--- src/rtl/hsv_core_pkg.sv ---
// rtl/hsv_core_pkg.sv - shared register-address types and dispatch FIFO pointer helpers.
package hsv_core_pkg;

  typedef logic [4:0]  reg_addr;
  typedef logic [31:0] reg_mask;

  localparam reg_addr REG_X0 = 5'd0;

  localparam int DISPATCH_PTR_W = 8;
  typedef logic [DISPATCH_PTR_W-1:0] dispatch_fifo_ptr;

  // Depth is a power of two, so wrapping is a mask rather than a compare.
  function automatic dispatch_fifo_ptr fifo_ptr_next(input dispatch_fifo_ptr p, input int depth);
    return (p + dispatch_fifo_ptr'(1)) & dispatch_fifo_ptr'(depth - 1);
  endfunction

endpackage

--- src/rtl/hsv_core_dispatch_fifo.sv ---
// rtl/hsv_core_dispatch_fifo.sv - per-channel in-order FIFO feeding one execution unit.
module hsv_core_dispatch_fifo
  import hsv_core_pkg::*;
#(
  parameter int WIDTH = 64,
  parameter int DEPTH = 2
) (
  input  logic             clk_core,
  input  logic             rst_core,
  input  logic             flush,
  input  logic             push,
  input  logic [WIDTH-1:0] push_data,
  input  logic             pop,
  output logic [WIDTH-1:0] out_data,
  output logic             out_valid,
  output logic             full
);

  localparam int AW = $clog2(DEPTH);
  localparam int CW = AW + 1;

  logic [WIDTH-1:0] mem [DEPTH];
  logic [AW-1:0]    rd_ptr;
  logic [AW-1:0]    wr_ptr;
  logic [CW-1:0]    count;
  logic             do_push;
  logic             do_pop;

  assign full      = (count == CW'(DEPTH));
  assign out_valid = (count != '0);
  assign out_data  = mem[rd_ptr];

  // A full FIFO refuses a push even if the head leaves in the same cycle.
  assign do_push = push & ~full;
  assign do_pop  = pop & out_valid;

  always_ff @(posedge clk_core) begin
    if (rst_core || flush) begin
      rd_ptr <= '0;
      wr_ptr <= '0;
      count  <= '0;
    end else begin
      if (do_push) wr_ptr <= AW'(fifo_ptr_next(dispatch_fifo_ptr'(wr_ptr), DEPTH));
      if (do_pop)  rd_ptr <= AW'(fifo_ptr_next(dispatch_fifo_ptr'(rd_ptr), DEPTH));
      count <= count + CW'(do_push) - CW'(do_pop);
    end
  end

  always_ff @(posedge clk_core) begin
    if (do_push) mem[wr_ptr] <= push_data;
  end

endmodule

--- src/rtl/hsv_core_dispatch.sv ---
// rtl/hsv_core_dispatch.sv - scoreboarded instruction dispatch into per-unit FIFOs.
module hsv_core_dispatch
  import hsv_core_pkg::*;
#(
  parameter  int NUM_UNITS = 4,
  parameter  int DEPTH     = 2,
  parameter  int WIDTH     = 64,
  localparam int UW        = (NUM_UNITS > 1) ? $clog2(NUM_UNITS) : 1
) (
  input  logic                     clk_core,
  input  logic                     rst_core,
  input  logic                     flush_req,
  output logic                     flush_ack,
  input  logic [WIDTH-1:0]         in_data,
  input  logic [UW-1:0]            in_unit,
  input  reg_addr                  in_rs1,
  input  reg_addr                  in_rs2,
  input  reg_addr                  in_rd,
  input  logic                     in_use_rs1,
  input  logic                     in_use_rs2,
  input  logic                     in_rd_we,
  input  logic                     valid_i,
  output logic                     ready_o,
  output logic [NUM_UNITS*WIDTH-1:0] out_data,
  output logic [NUM_UNITS-1:0]     out_valid,
  input  logic [NUM_UNITS-1:0]     out_ready,
  input  reg_addr                  wb_addr,
  input  logic                     wb_en,
  output logic                     err_o
);

  localparam logic [UW:0] NUM_UNITS_W = (UW+1)'(NUM_UNITS);

  reg_mask              busy;
  reg_mask              busy_nxt;
  logic [NUM_UNITS-1:0] full;
  logic [NUM_UNITS-1:0] push;
  logic [NUM_UNITS-1:0] pop;
  logic                 full_sel;
  logic                 hazard;
  logic                 unit_ok;
  logic                 accept;

  assign unit_ok = ({1'b0, in_unit} < NUM_UNITS_W);

  assign hazard = (in_use_rs1 & busy[in_rs1])
                | (in_use_rs2 & busy[in_rs2])
                | (in_rd_we   & busy[in_rd]);

  // An out-of-range unit never matches, so it cannot be blocked by a full FIFO.
  always_comb begin
    full_sel = 1'b0;
    for (int k = 0; k < NUM_UNITS; k++) begin
      if (in_unit == UW'(k)) full_sel = full[k];
    end
  end

  assign ready_o = ~flush_req & ~hazard & ~full_sel;
  assign accept  = valid_i & ready_o;

  always_comb begin
    push = '0;
    for (int k = 0; k < NUM_UNITS; k++) begin
      if (in_unit == UW'(k)) push[k] = accept;
    end
  end

  assign pop = out_valid & out_ready & {NUM_UNITS{~flush_req}};

  // Writeback clears first so a same-cycle new writer of the register wins.
  always_comb begin
    busy_nxt = busy;
    if (wb_en) busy_nxt[wb_addr] = 1'b0;
    if (accept && unit_ok && in_rd_we && (in_rd != REG_X0)) busy_nxt[in_rd] = 1'b1;
    busy_nxt[REG_X0] = 1'b0;
  end

  always_ff @(posedge clk_core) begin
    if (rst_core || flush_req) busy <= '0;
    else                       busy <= busy_nxt;
  end

  always_ff @(posedge clk_core) begin
    if (rst_core) begin
      flush_ack <= 1'b0;
      err_o     <= 1'b0;
    end else begin
      flush_ack <= flush_req;
      err_o     <= accept & ~unit_ok;
    end
  end

  for (genvar k = 0; k < NUM_UNITS; k++) begin : g_unit
    hsv_core_dispatch_fifo #(
      .WIDTH (WIDTH),
      .DEPTH (DEPTH)
    ) u_fifo (
      .clk_core  (clk_core),
      .rst_core  (rst_core),
      .flush     (flush_req),
      .push      (push[k]),
      .push_data (in_data),
      .pop       (pop[k]),
      .out_data  (out_data[k*WIDTH +: WIDTH]),
      .out_valid (out_valid[k]),
      .full      (full[k])
    );
  end

endmodule

--- config.mk ---
export PLATFORM = sky130hd
export DESIGN_NAME = hsv_core_dispatch
export DESIGN_NICKNAME = d
export VERILOG_FILES = /design/src/rtl/hsv_core_pkg.sv /design/src/rtl/hsv_core_dispatch_fifo.sv /design/src/rtl/hsv_core_dispatch.sv
export SDC_FILE = /design/constraint.sdc
export NUM_CORES = 1
export LEC_CHECK = 0
export CAP_MARGIN = 5
export CORE_UTILIZATION = 53
export CTS_CLUSTER_DIAMETER = 40
export DETAILED_ROUTE_END_ITERATION = 7
export GPL_ROUTABILITY_DRIVEN = 0
export PLACE_DENSITY = 0.77
export REMOVE_ABC_BUFFERS = 1
export SKIP_CTS_REPAIR_TIMING = 1
export SYNTH_ARGS = -nofsm -noshare
export SYNTH_HDL_FRONTEND = slang
export SYNTH_HIERARCHICAL = 1
export SYNTH_SLANG_ARGS = --single-unit
--- constraint.sdc ---
create_clock -name clk_core -period 5.8 [get_ports clk_core]
set_input_delay 0.87 -clock clk_core [delete_from_list [all_inputs] [get_ports clk_core]]
set_output_delay 0.87 -clock clk_core [all_outputs]
set_load 0.005 [all_outputs]
==> run summary <==
The tools report the area of the mapped netlist as 22000 um2. The maximum achievable frequency is 0.199 GHz. The fraction of registers with async set or reset after synthesis works out to 0%. First-pass iteration count of the detailed router: 7.

edfxtp_1 takes more of the synthesized area than any other cell. TritonCTS built the clock tree. The number of synthesized flops with an enable pin was 512; the maximum number of buffers from clock root to sink was 3. Classification of the worst-slack hold path: flop to flop.

For the total grt overflow, the log shows 0. Clock tree synthesis inserted a total of 60 buffers. The detailed router finished its first iteration with 1114 violations.

The tools report the kind of start point of the critical path as an input pin. The die covers 42300 um2. Setup repair after global routing left no endpoint under its margin.

Dividing the detail-routed via count by the number of cells gives 5.69. Number of endpoints with negative hold slack in the final report: 0. For this block, the routed nets add up to 51300 um of wire. In this run the tool buffered the top-level ports with 359 buffer cells.

The tools report the buffer cell driving the clock tree root as clkbuf_16. Leaving out filler cells and counting taps, the final layout contains 2149. After routing, the total negative slack on setup checks comes to 0 ns. The tools report the number of pins with negative max-slew slack in the final report as 0.

For the pin with the worst max-slew slack, the measured transition is 1.03 ns. Including well taps, the total number of placed cells is 2034. The layer flagged by global routing as most heavily used is met2. At the end of the flow the core is filled with cells to 68.9%. The worst setup path is captured at an output pin. The tree built by TritonCTS fans out to 564 sinks. The die is 206 um wide.

The clock skew was 0.0187 ns. The time the worst path needs with I/O delays and setup works out to 5.02 ns. For this run, global-route usage on met1 was measured as 31.5%. The global router's overall resource usage is 23.9%, and the leakage power of the design is 9.28 nW. The normalized max-slew margin was 31.1%; the overall power of the completed layout was 8.72 mW. The first global-routing pass estimated 74100 um of wire. In the final routed layout, each cell accounts on average for 23.9 um. Clock-pin slew was measured on the worst setup and hold paths at 0.06 ns. For the via count of the first global-routing pass, the log shows 11789. Layout net count: 1670. The run gives 12236 as the number of vias in the routed layout.

The kind of critical path is input pin to output pin. By area the synthesized netlist is led by edfxtp_1 (70%), mux2_2 (13%), dfxtp_1 (4.7%). The run gives 0 as the number of failing setup endpoints in the final timing report. For the residual antenna-violating net count after detailed routing, the log shows 0.

Portion of synthesized cell area occupied by the leading cell type: 69.9%. For this run, design rule violations remaining after detail routing come to 0. The number of different library cells used by synthesis comes to 53. Synthesis produced a netlist whose cell count is 1174. The tools report the maximum vdd ir drop as 0.269 mV.

The tools report the detailed placer's ending HPWL as 33600 um. The sequential share of the synthesized area is 74.6%, and the required time of the critical path is 4.93 ns. The average instance in the mapped netlist occupies 18.7 um2. Among all flip-flop cells after synthesis, the most frequent one is edfxtp_1.

STA puts the critical path data arrival time at 4.15 ns. The post-synthesis register bit count was 564; the count of warnings emitted by yosys was 6. The clock tree synthesis step divided the H-tree into 2 levels.

The initialized floorplan defines 74 standard-cell rows. The met3 capacity usage during global routing was 5.86%. The run finished with clean final reports. Of the cells placed in the final design, the portion with a size suffix greater than 1 is 26.0%. Clock latency on the worst-skew pair, taken at its later pin, is 0.61 ns. Counting the fill cells in the layout gives 2565. Max-cap violations in this run came to 0. The initial antenna violation count was 4.

The total power divided by cell area is 309 nW/um2. Growth of design area from synthesis to finish: 28.1%. Of all nets on the critical path, the largest fanout is 32. 361 I/O pins were placed. For this run, global-route usage on met2 was measured as 39.3%.

The die extent in y works out to 206 um. edfxtp_1 is the most common cell in the netlist. By count the netlist is led by edfxtp_1 (512), mux2_2 (262), dfxtp_1 (52), o211ai_1 (31), o41ai_1 (31).

The initial utilization of the core area, before any placement, comes to 53.8%. Entering global routing, the biggest net connects 65 pins. The part of the cycle the worst path needs is 86.5%, and the area of the core is 40900 um2.
-- sequential cells by signal, indices dropped and copies added, names as in the netlist, named ones only --
signal and count:
g_unit.u_fifo/count 8, g_unit.u_fifo/rd_ptr 4, g_unit.u_fifo/mem 512, flush_ack 1, busy 31, g_unit.u_fifo/wr_ptr 4
-- report_power, final --
group	switching (mW)	internal [mW]	leakage, nW	total [mW]
logic	0.193	0.192	3.26	0.385
clock network	1.58	2.25	0.986	3.83
registers	0.0127	4.48	5.04	4.50
total	1.79	6.93	9.28	8.72
-- logic make-up after synthesis --
| logic type | after synthesis | synth area share [%] |
|---|---|---|
| compound gates | 93 | 3.23 |
| xor+xnor | 8 | 0.318 |
| fa+ha+maj | 8 | 0.455 |
| buf+inv | 74 | 2.44 |
| flops | 564 | 74.6 |
| mux | 295 | 15.6 |
| other cells | 1 | 0.0170 |
| simple gates | 131 | 3.32 |
-- cells in the final DEF, fill, tap and decap left out, drive strengths merged, types with 8 or more instances in the layout --
cell	netlist	routed
edfxtp	512	512
clkdlybuf4s50	0	359
mux2	262	262
clkbuf	15	68
dfxtp	52	52
o211ai	31	31
o41ai	31	31
inv	21	30
nor2	29	29
clkinv	0	24
buf	38	22
mux2i	21	21
nand2	19	19
mux4	12	12
nand3	11	11
nor3	9	9
nand3b	8	8
ha	8	8
nand2b	8	8
or2	8	8
-- area by class of cell --
class	count	area [um2]	share of cell area [%]
diodes	2	5.00	0.0177
multi-input cells	536	5070	18.0
well taps	532	666	2.36
repair buffers	381	3910	13.9
clock inverters	45	507	1.80
clock buffers	68	1530	5.43
flip-flops and latches	564	16400	58.3
inverters	21	81.3	0.288
-- per-stage QoR --
step,hold WS [ns],cell area [um2],setup slack [ns]
after CTS,0.497,28200,0.853
after global placement,0.473,26200,0.784
after floorplan,0.458,21600,0.530
after detailed placement,0.489,26200,0.720
after global routing,0.521,28200,0.711
final,0.495,28200,0.783
-- critical path: stages --
cell and delay [ns]:
clkdlybuf4s50_1 1.09, mux2_2 0.43, a41oi_1 0.23, o22ai_1 0.11, o31ai_1 0.22, nand3_1 0.22
buf_4 0.32, nor2_1 0.13, clkdlybuf4s50_1 0.51
-- metal layers --
layer,share of wire (%),up-vias,wire (um)
met4,2.3,4,1190
met3,8.6,96,4430
met2,49,505,25100
li1,-,5450,-
met1,40,6181,20600
met5,0.043,-,22
-- final timing paths --
check,from,to,slack [ns],cells after the start
min reg2reg,g_unit[0].u_fifo/wr_ptr,g_unit[0].u_fifo/wr_ptr,0.50,2
max reg2reg,busy[1],g_unit[3].u_fifo/mem[0][53],2.07,10
min,g_unit[0].u_fifo/wr_ptr,g_unit[0].u_fifo/wr_ptr,0.50,2
max,in_rd[1],ready_o,0.78,9
No activity file was read; power rests on OpenSTA's default activity.
